<file path="src/rtl/apb_mac_master_if.sv">
// apb_mac_master_if: command/response and APB3 signals between the requester and its environment
interface apb_mac_master_if #(
   parameter int ADDR_WIDTH = 32,
   parameter int DATA_WIDTH = 32
);
   logic                  cmd_valid;
   logic                  cmd_ready;
   logic                  cmd_write;
   logic [ADDR_WIDTH-1:0] cmd_addr;
   logic [DATA_WIDTH-1:0] cmd_wdata;
   logic                  rsp_valid;
   logic [DATA_WIDTH-1:0] rsp_rdata;
   logic                  rsp_err;
   logic                  rsp_timeout;
   logic                  busy;
   logic [ADDR_WIDTH-1:0] PADDR;
   logic                  PSELx;
   logic                  PENABLE;
   logic                  PWRITE;
   logic [DATA_WIDTH-1:0] PWDATA;
   logic                  PREADY;
   logic [DATA_WIDTH-1:0] PRDATA;
   logic                  PSLVERR;
   modport master (
      input  cmd_valid, cmd_write, cmd_addr, cmd_wdata, PREADY, PRDATA, PSLVERR,
      output cmd_ready, rsp_valid, rsp_rdata, rsp_err, rsp_timeout, busy,
             PADDR, PSELx, PENABLE, PWRITE, PWDATA
   );
   modport slave (
      output cmd_valid, cmd_write, cmd_addr, cmd_wdata, PREADY, PRDATA, PSLVERR,
      input  cmd_ready, rsp_valid, rsp_rdata, rsp_err, rsp_timeout, busy,
             PADDR, PSELx, PENABLE, PWRITE, PWDATA
   );
endinterface

</file>
<file path="src/rtl/apb_mac_master.sv">
// apb_mac_master: valid/ready command to APB3 transfer requester with wait-state timeout
module apb_mac_master #(
   parameter int ADDR_WIDTH     = 32,
   parameter int DATA_WIDTH     = 32,
   parameter int TIMEOUT_CYCLES = 16
) (
   input  logic              PCLK,
   input  logic              PRESET,
   apb_mac_master_if.master  bus
);
   localparam logic [1:0] IDLE   = 2'b00;
   localparam logic [1:0] SETUP  = 2'b01;
   localparam logic [1:0] ACCESS = 2'b10;
   localparam int CW = TIMEOUT_CYCLES > 0 ? $clog2(TIMEOUT_CYCLES + 1) : 1;
   localparam logic [CW-1:0] TMAX = CW'(TIMEOUT_CYCLES);
   localparam bit TEN = TIMEOUT_CYCLES != 0;
   logic [1:0]            state_q, state_d;
   logic [CW-1:0]         cnt_q, cnt_d;
   logic [ADDR_WIDTH-1:0] paddr_q, paddr_d;
   logic [DATA_WIDTH-1:0] pwdata_q, pwdata_d;
   logic                  pwrite_q, pwrite_d;
   logic                  psel_q, psel_d;
   logic                  penable_q, penable_d;
   logic                  rsp_valid_q, rsp_valid_d;
   logic                  rsp_err_q, rsp_err_d;
   logic                  rsp_timeout_q, rsp_timeout_d;
   logic [DATA_WIDTH-1:0] rsp_rdata_q, rsp_rdata_d;
   logic                  accept, done, tmo;
   // transfer events: command accept, completion on PREADY, abort on wait-state limit
   always_comb begin
      accept = state_q == IDLE && bus.cmd_valid;
      done   = state_q == ACCESS && bus.PREADY;
      tmo    = TEN && state_q == ACCESS && !bus.PREADY && (cnt_q + CW'(1)) == TMAX;
   end
   // next-state: IDLE -> SETUP -> ACCESS -> IDLE, illegal encoding recovers to IDLE
   always_comb begin
      state_d = IDLE;
      case (state_q)
         IDLE:    state_d = accept ? SETUP : IDLE;
         SETUP:   state_d = ACCESS;
         ACCESS:  state_d = (done || tmo) ? IDLE : ACCESS;
         default: state_d = IDLE;
      endcase
   end
   // next values of the registered bus and response outputs
   always_comb begin
      paddr_d       = accept ? bus.cmd_addr : paddr_q;
      pwdata_d      = accept ? bus.cmd_wdata : pwdata_q;
      pwrite_d      = accept ? bus.cmd_write : pwrite_q;
      psel_d        = state_d == SETUP || state_d == ACCESS;
      penable_d     = state_d == ACCESS;
      rsp_valid_d   = done || tmo;
      rsp_err_d     = done ? bus.PSLVERR : tmo ? 1'b1 : rsp_err_q;
      rsp_timeout_d = done ? 1'b0 : tmo ? 1'b1 : rsp_timeout_q;
      rsp_rdata_d   = done ? ((!pwrite_q && !bus.PSLVERR) ? bus.PRDATA : '0) : tmo ? '0 : rsp_rdata_q;
      cnt_d         = state_q == SETUP ? '0 : (state_q == ACCESS && !bus.PREADY) ? cnt_q + CW'(1) : cnt_q;
   end
   // state and output registers with synchronous reset
   always_ff @(posedge PCLK) begin
      if (PRESET) begin
         state_q       <= IDLE;
         cnt_q         <= '0;
         paddr_q       <= '0;
         pwdata_q      <= '0;
         pwrite_q      <= 1'b0;
         psel_q        <= 1'b0;
         penable_q     <= 1'b0;
         rsp_valid_q   <= 1'b0;
         rsp_err_q     <= 1'b0;
         rsp_timeout_q <= 1'b0;
         rsp_rdata_q   <= '0;
      end else begin
         state_q       <= state_d;
         cnt_q         <= cnt_d;
         paddr_q       <= paddr_d;
         pwdata_q      <= pwdata_d;
         pwrite_q      <= pwrite_d;
         psel_q        <= psel_d;
         penable_q     <= penable_d;
         rsp_valid_q   <= rsp_valid_d;
         rsp_err_q     <= rsp_err_d;
         rsp_timeout_q <= rsp_timeout_d;
         rsp_rdata_q   <= rsp_rdata_d;
      end
   end
   assign bus.cmd_ready   = state_q == IDLE;
   assign bus.busy        = state_q == SETUP || state_q == ACCESS;
   assign bus.PADDR       = paddr_q;
   assign bus.PWDATA      = pwdata_q;
   assign bus.PWRITE      = pwrite_q;
   assign bus.PSELx       = psel_q;
   assign bus.PENABLE     = penable_q;
   assign bus.rsp_valid   = rsp_valid_q;
   assign bus.rsp_err     = rsp_err_q;
   assign bus.rsp_timeout = rsp_timeout_q;
   assign bus.rsp_rdata   = rsp_rdata_q;
endmodule

</file>
<file path="src/flat_wrapper.sv">
// flat-port wrapper written by rule: the top's interface ports become plain ports
module apb_mac_master_flat 
#(
   parameter int ADDR_WIDTH     = 32,
   parameter int DATA_WIDTH     = 32,
   parameter int TIMEOUT_CYCLES = 16
)
  (PCLK, PRESET, bus_cmd_valid, bus_cmd_write, bus_cmd_addr, bus_cmd_wdata, bus_PREADY, bus_PRDATA, bus_PSLVERR, bus_cmd_ready, bus_rsp_valid, bus_rsp_rdata, bus_rsp_err, bus_rsp_timeout, bus_busy, bus_PADDR, bus_PSELx, bus_PENABLE, bus_PWRITE, bus_PWDATA);
  apb_mac_master_if #(.ADDR_WIDTH(ADDR_WIDTH), .DATA_WIDTH(DATA_WIDTH)) bus_i ();
  input  logic PCLK;
  input  logic PRESET;
  input wire logic [$bits(bus_i.cmd_valid)-1:0] bus_cmd_valid;
  input wire logic [$bits(bus_i.cmd_write)-1:0] bus_cmd_write;
  input wire logic [$bits(bus_i.cmd_addr)-1:0] bus_cmd_addr;
  input wire logic [$bits(bus_i.cmd_wdata)-1:0] bus_cmd_wdata;
  input wire logic [$bits(bus_i.PREADY)-1:0] bus_PREADY;
  input wire logic [$bits(bus_i.PRDATA)-1:0] bus_PRDATA;
  input wire logic [$bits(bus_i.PSLVERR)-1:0] bus_PSLVERR;
  output wire logic [$bits(bus_i.cmd_ready)-1:0] bus_cmd_ready;
  output wire logic [$bits(bus_i.rsp_valid)-1:0] bus_rsp_valid;
  output wire logic [$bits(bus_i.rsp_rdata)-1:0] bus_rsp_rdata;
  output wire logic [$bits(bus_i.rsp_err)-1:0] bus_rsp_err;
  output wire logic [$bits(bus_i.rsp_timeout)-1:0] bus_rsp_timeout;
  output wire logic [$bits(bus_i.busy)-1:0] bus_busy;
  output wire logic [$bits(bus_i.PADDR)-1:0] bus_PADDR;
  output wire logic [$bits(bus_i.PSELx)-1:0] bus_PSELx;
  output wire logic [$bits(bus_i.PENABLE)-1:0] bus_PENABLE;
  output wire logic [$bits(bus_i.PWRITE)-1:0] bus_PWRITE;
  output wire logic [$bits(bus_i.PWDATA)-1:0] bus_PWDATA;
  assign bus_i.cmd_valid = bus_cmd_valid;
  assign bus_i.cmd_write = bus_cmd_write;
  assign bus_i.cmd_addr = bus_cmd_addr;
  assign bus_i.cmd_wdata = bus_cmd_wdata;
  assign bus_i.PREADY = bus_PREADY;
  assign bus_i.PRDATA = bus_PRDATA;
  assign bus_i.PSLVERR = bus_PSLVERR;
  assign bus_cmd_ready = bus_i.cmd_ready;
  assign bus_rsp_valid = bus_i.rsp_valid;
  assign bus_rsp_rdata = bus_i.rsp_rdata;
  assign bus_rsp_err = bus_i.rsp_err;
  assign bus_rsp_timeout = bus_i.rsp_timeout;
  assign bus_busy = bus_i.busy;
  assign bus_PADDR = bus_i.PADDR;
  assign bus_PSELx = bus_i.PSELx;
  assign bus_PENABLE = bus_i.PENABLE;
  assign bus_PWRITE = bus_i.PWRITE;
  assign bus_PWDATA = bus_i.PWDATA;
  apb_mac_master #(.ADDR_WIDTH(ADDR_WIDTH), .DATA_WIDTH(DATA_WIDTH), .TIMEOUT_CYCLES(TIMEOUT_CYCLES)) u_core (.PCLK(PCLK), .PRESET(PRESET), .bus(bus_i));
endmodule
</file>
<file path="config.mk">
export PLATFORM = sky130hd
export DESIGN_NAME = apb_mac_master_flat
export DESIGN_NICKNAME = d
export VERILOG_FILES = /design/src/rtl/apb_mac_master_if.sv /design/src/rtl/apb_mac_master.sv /design/src/flat_wrapper.sv
export SDC_FILE = /design/constraint.sdc
export NUM_CORES = 1
export LEC_CHECK = 0
export ABC_AREA = 1
export CAP_MARGIN = 20
export CORE_MARGIN = 4
export CORE_UTILIZATION = 40
export CTS_BUF_LIST = sky130_fd_sc_hd__clkbuf_16
export DETAILED_ROUTE_END_ITERATION = 8
export PLACE_DENSITY = 0.84
export SETUP_SLACK_MARGIN = 0.1
export SYNTH_ARGS = -nofsm -noshare
export SYNTH_HDL_FRONTEND = slang
export SYNTH_SLANG_ARGS = --single-unit
</file>
<file path="constraint.sdc">
create_clock -name PCLK -period 4.6 [get_ports PCLK]
set_input_delay 0.69 -clock PCLK [delete_from_list [all_inputs] [get_ports PCLK]]
set_output_delay 0.69 -clock PCLK [all_outputs]
set_load 0.05 [all_outputs]
</file>
==> results.cfg <==
[sta]
fmax_ghz = 0.3840
fin_setup_tns_ps = 0
setup_ws_ps = 1996
min_period_ps = 2604
fin_crit_sh_pct = 56.61
rsz0062_at_grt = false
fin_skew_ps = 6.441
slew_viol_final = 0
worst_pin_slew_ps = 931.4
relSlewSlack_pct = 37.91
hold_viol = 0
setup_viol = 0

[setup_path]
crit_arrival_ps = 1910
reg2regPathDepth = 8
max_stage_delay_ps = 810
r2r_slack_ps = 2370
cp_slowest_cell = clkdlybuf4s50_1
required_ps = 3910
worstPathCellList = inv_1 -> ha_1 -> clkdlybuf4s50_1
worstSetupPathType = register to output port
cp-end-kind = output port
start_kind = register
r2r_end = u_core.bus.PADDR[13]
timing.rr.start = u_core.state_q[0]
crit_path_max_fanout = 4

[cts]
cts_root_buf = clkbuf_16
worstSkewPairLatency_ps = 340
cts_setup_buffers = 0
clk_path_buf_depth = 2
numCtsBuffers = 9
cts_resized = 0
clock-sinks = 109
hold_buffers = 0
path_clk_slew_ps = 70
cts_tree = built
htreeDepth = 3

[yosys]
synth_nets = 610
syn_area_per_cell_um2 = 8.329
synth_cells = 501
synth_seq_cells = 109
netlist_area_um2 = 4173
yosys_warnings = 0
synth_cell_types = 26
ys_seq_area_share_pct = 52.29

[global_route]
track_usage_pct = 18.73
grt_pass1_wl_um = 18020
grt_pass1_vias = 3912
antenna_found_initial = 0
grt_max_degree = 68
overflow = 0

[floorplan]
die_h_um = 110.1
fp.coreArea_um2 = 10230
ios = 206
die_area_um2 = 12130
die_x_um = 110.1
start_util_pct = 40.79
num_rows = 37

[drt]
firstDrtPassIters = 4
drc_errors = 0
via_per_inst = 4.780
vias = 3963
drt-total-wl_um = 11700
ant_nets = 0
first_iter_violations = 173
wl_per_cell_um = 14.11

[final_layout]
layout-drive-gt1-share_pct = 9.668
antenna_cells = 0
fin_nets = 797
area_delta_synth_final_pct = 57.75
post-route-util_pct = 64.34
stdcell_count = 829

[status]
status = finished, final reports clean

[min_path]
holdPathStages = 2
hp-class = register to register
hp-start = u_core.bus.rsp_timeout
whs_endpoint = u_core.bus.rsp_timeout

[placement]
post-place-ws_ps = 1778
io_buffers = 205
hpwlAfterDp_um = 8378
routabilityCongestion = 0.7337
placed_cells = 811

[power]
p_leak_uw = 0.002457
ir_worst_vdd_mv = 0.2480
powerDensity_nw_per_um2 = 364.0

[run]
drv_cap = 0
-- where the power goes --
group          internal (uW)  switching (uW)
logic                    216             344
clock network            470             331
registers               1000            32.8
total                   1690             708
-- critical path: cells and delay by family (launching register included) --
kind	cells	cell delay, ps
fa+ha+maj	1	280
buf+inv	2	910
flops	1	380
-- how the worst max path moves through the flow --
stage | startpoint | end | depth (start not counted)
2_1_floorplan | u_core.state_q[0] | u_core.bus.PSELx | 7
6_report | u_core.state_q[0] | bus_busy | 3
5_1_grt | u_core.state_q[0] | bus_busy | 3
3_3_place_gp | bus_cmd_valid | u_core.bus.PADDR[26] | 6
3_5_place_dp | bus_cmd_valid | u_core.bus.PADDR[15] | 6
4_1_cts | u_core.state_q[0] | bus_busy | 3
-- cell families (layout without fill, tap and decap cells) --
family,count (synthesis),after routing,share of synthesized area [%]
AO/OA/AOI/OAI,108,108,14.09
flip-flops,109,109,52.29
adder cells (fa/ha/maj),7,7,2.099
buffers and inverters,49,241,5.667
AND/OR/NAND/NOR,228,228,25.85
-- state kept, by name (all words and copies together) (netlist names), 2 cells and up --
name / cells
u_core.state_q: 2
u_core.cnt_q: 5
u_core.bus.rsp_rdata: 32
u_core.bus.PWDATA: 32
u_core.bus.PADDR: 32
-- metal layers --
| layer | GRT usage [%] | wire [um] | vias up |
|---|---|---|---|
| met2 | 32.37 | 5597 | 159 |
| met5 | 0 | 0 | - |
| li1 | - | - | 1997 |
| met1 | 20.64 | 4605 | 1783 |
| met3 | 6.581 | 1207 | 24 |
| met4 | 8.443 | 289 | 0 |
-- metrics by stage --
step | power (uW) | hold slack (ps) | instance area [um^2]
3_3_place_gp | 1605 | 441.0 | 6240
4_1_cts | 2409 | 464.0 | 6548
5_1_grt | 2492 | 487.6 | 6583
6_report | 2396 | 465.5 | 6583
3_5_place_dp | 1615 | 453.7 | 6240
2_1_floorplan | 1381 | 490.9 | 4173
-- synth_stat cells --
master,instances,area [um^2]
nand2_1,44,165.2
nand3_1,8,40.04
nor2_1,141,529.3
nand2_2,1,6.260
nand3_2,28,280.3
nand4_1,1,6.260
buf_2,6,30.03
buf_6,6,67.56
o211ai_1,1,7.510
nand2_4,1,11.26
or2_1,1,6.260
inv_2,5,18.77
o21ai_1,57,285.3
o21a_1,1,7.510
a31oi_1,1,6.260
clkbuf_1,17,63.81
a21oi_1,25,125.1
o21ai_0,12,60.06
inv_1,10,37.54
nor2_4,1,11.26
ha_1,7,87.58
dfxtp_1,109,2182
a21oi_2,11,96.34
nor2_2,1,6.260
buf_1,5,18.77
nor3_4,1,16.27
-- placed cells by master (no fill, tap or decap), types with 2 or more instances in the layout --
master / netlist / routed
o21ai_1: 57 / 57
inv_1: 10 / 12
clkdlybuf4s50_1: 0 / 205
nand3_2: 28 / 28
nand2_2: 1 / 2
bufinv_16: 0 / 2
clkbuf_16: 0 / 9
o21ai_0: 12 / 12
dfxtp_1: 109 / 109
a21oi_1: 25 / 25
buf_4: 0 / 3
nand3_1: 8 / 8
clkinv_1: 0 / 2
nor2_1: 141 / 141
nand2_1: 44 / 43
ha_1: 7 / 7
a21oi_2: 11 / 11
inv_2: 5 / 5
-- final cells by class --
cell class	instances	area [um^2]
multi-input cells	343	1757
inverters	15	56.30
repair buffers	210	2110
clock inverters	7	82.58
well taps	136	170.2
fillers	843	3649
flip-flops and latches	109	2182
clock buffers	9	225.2
No activity file was read; power rests on OpenSTA's default activity.
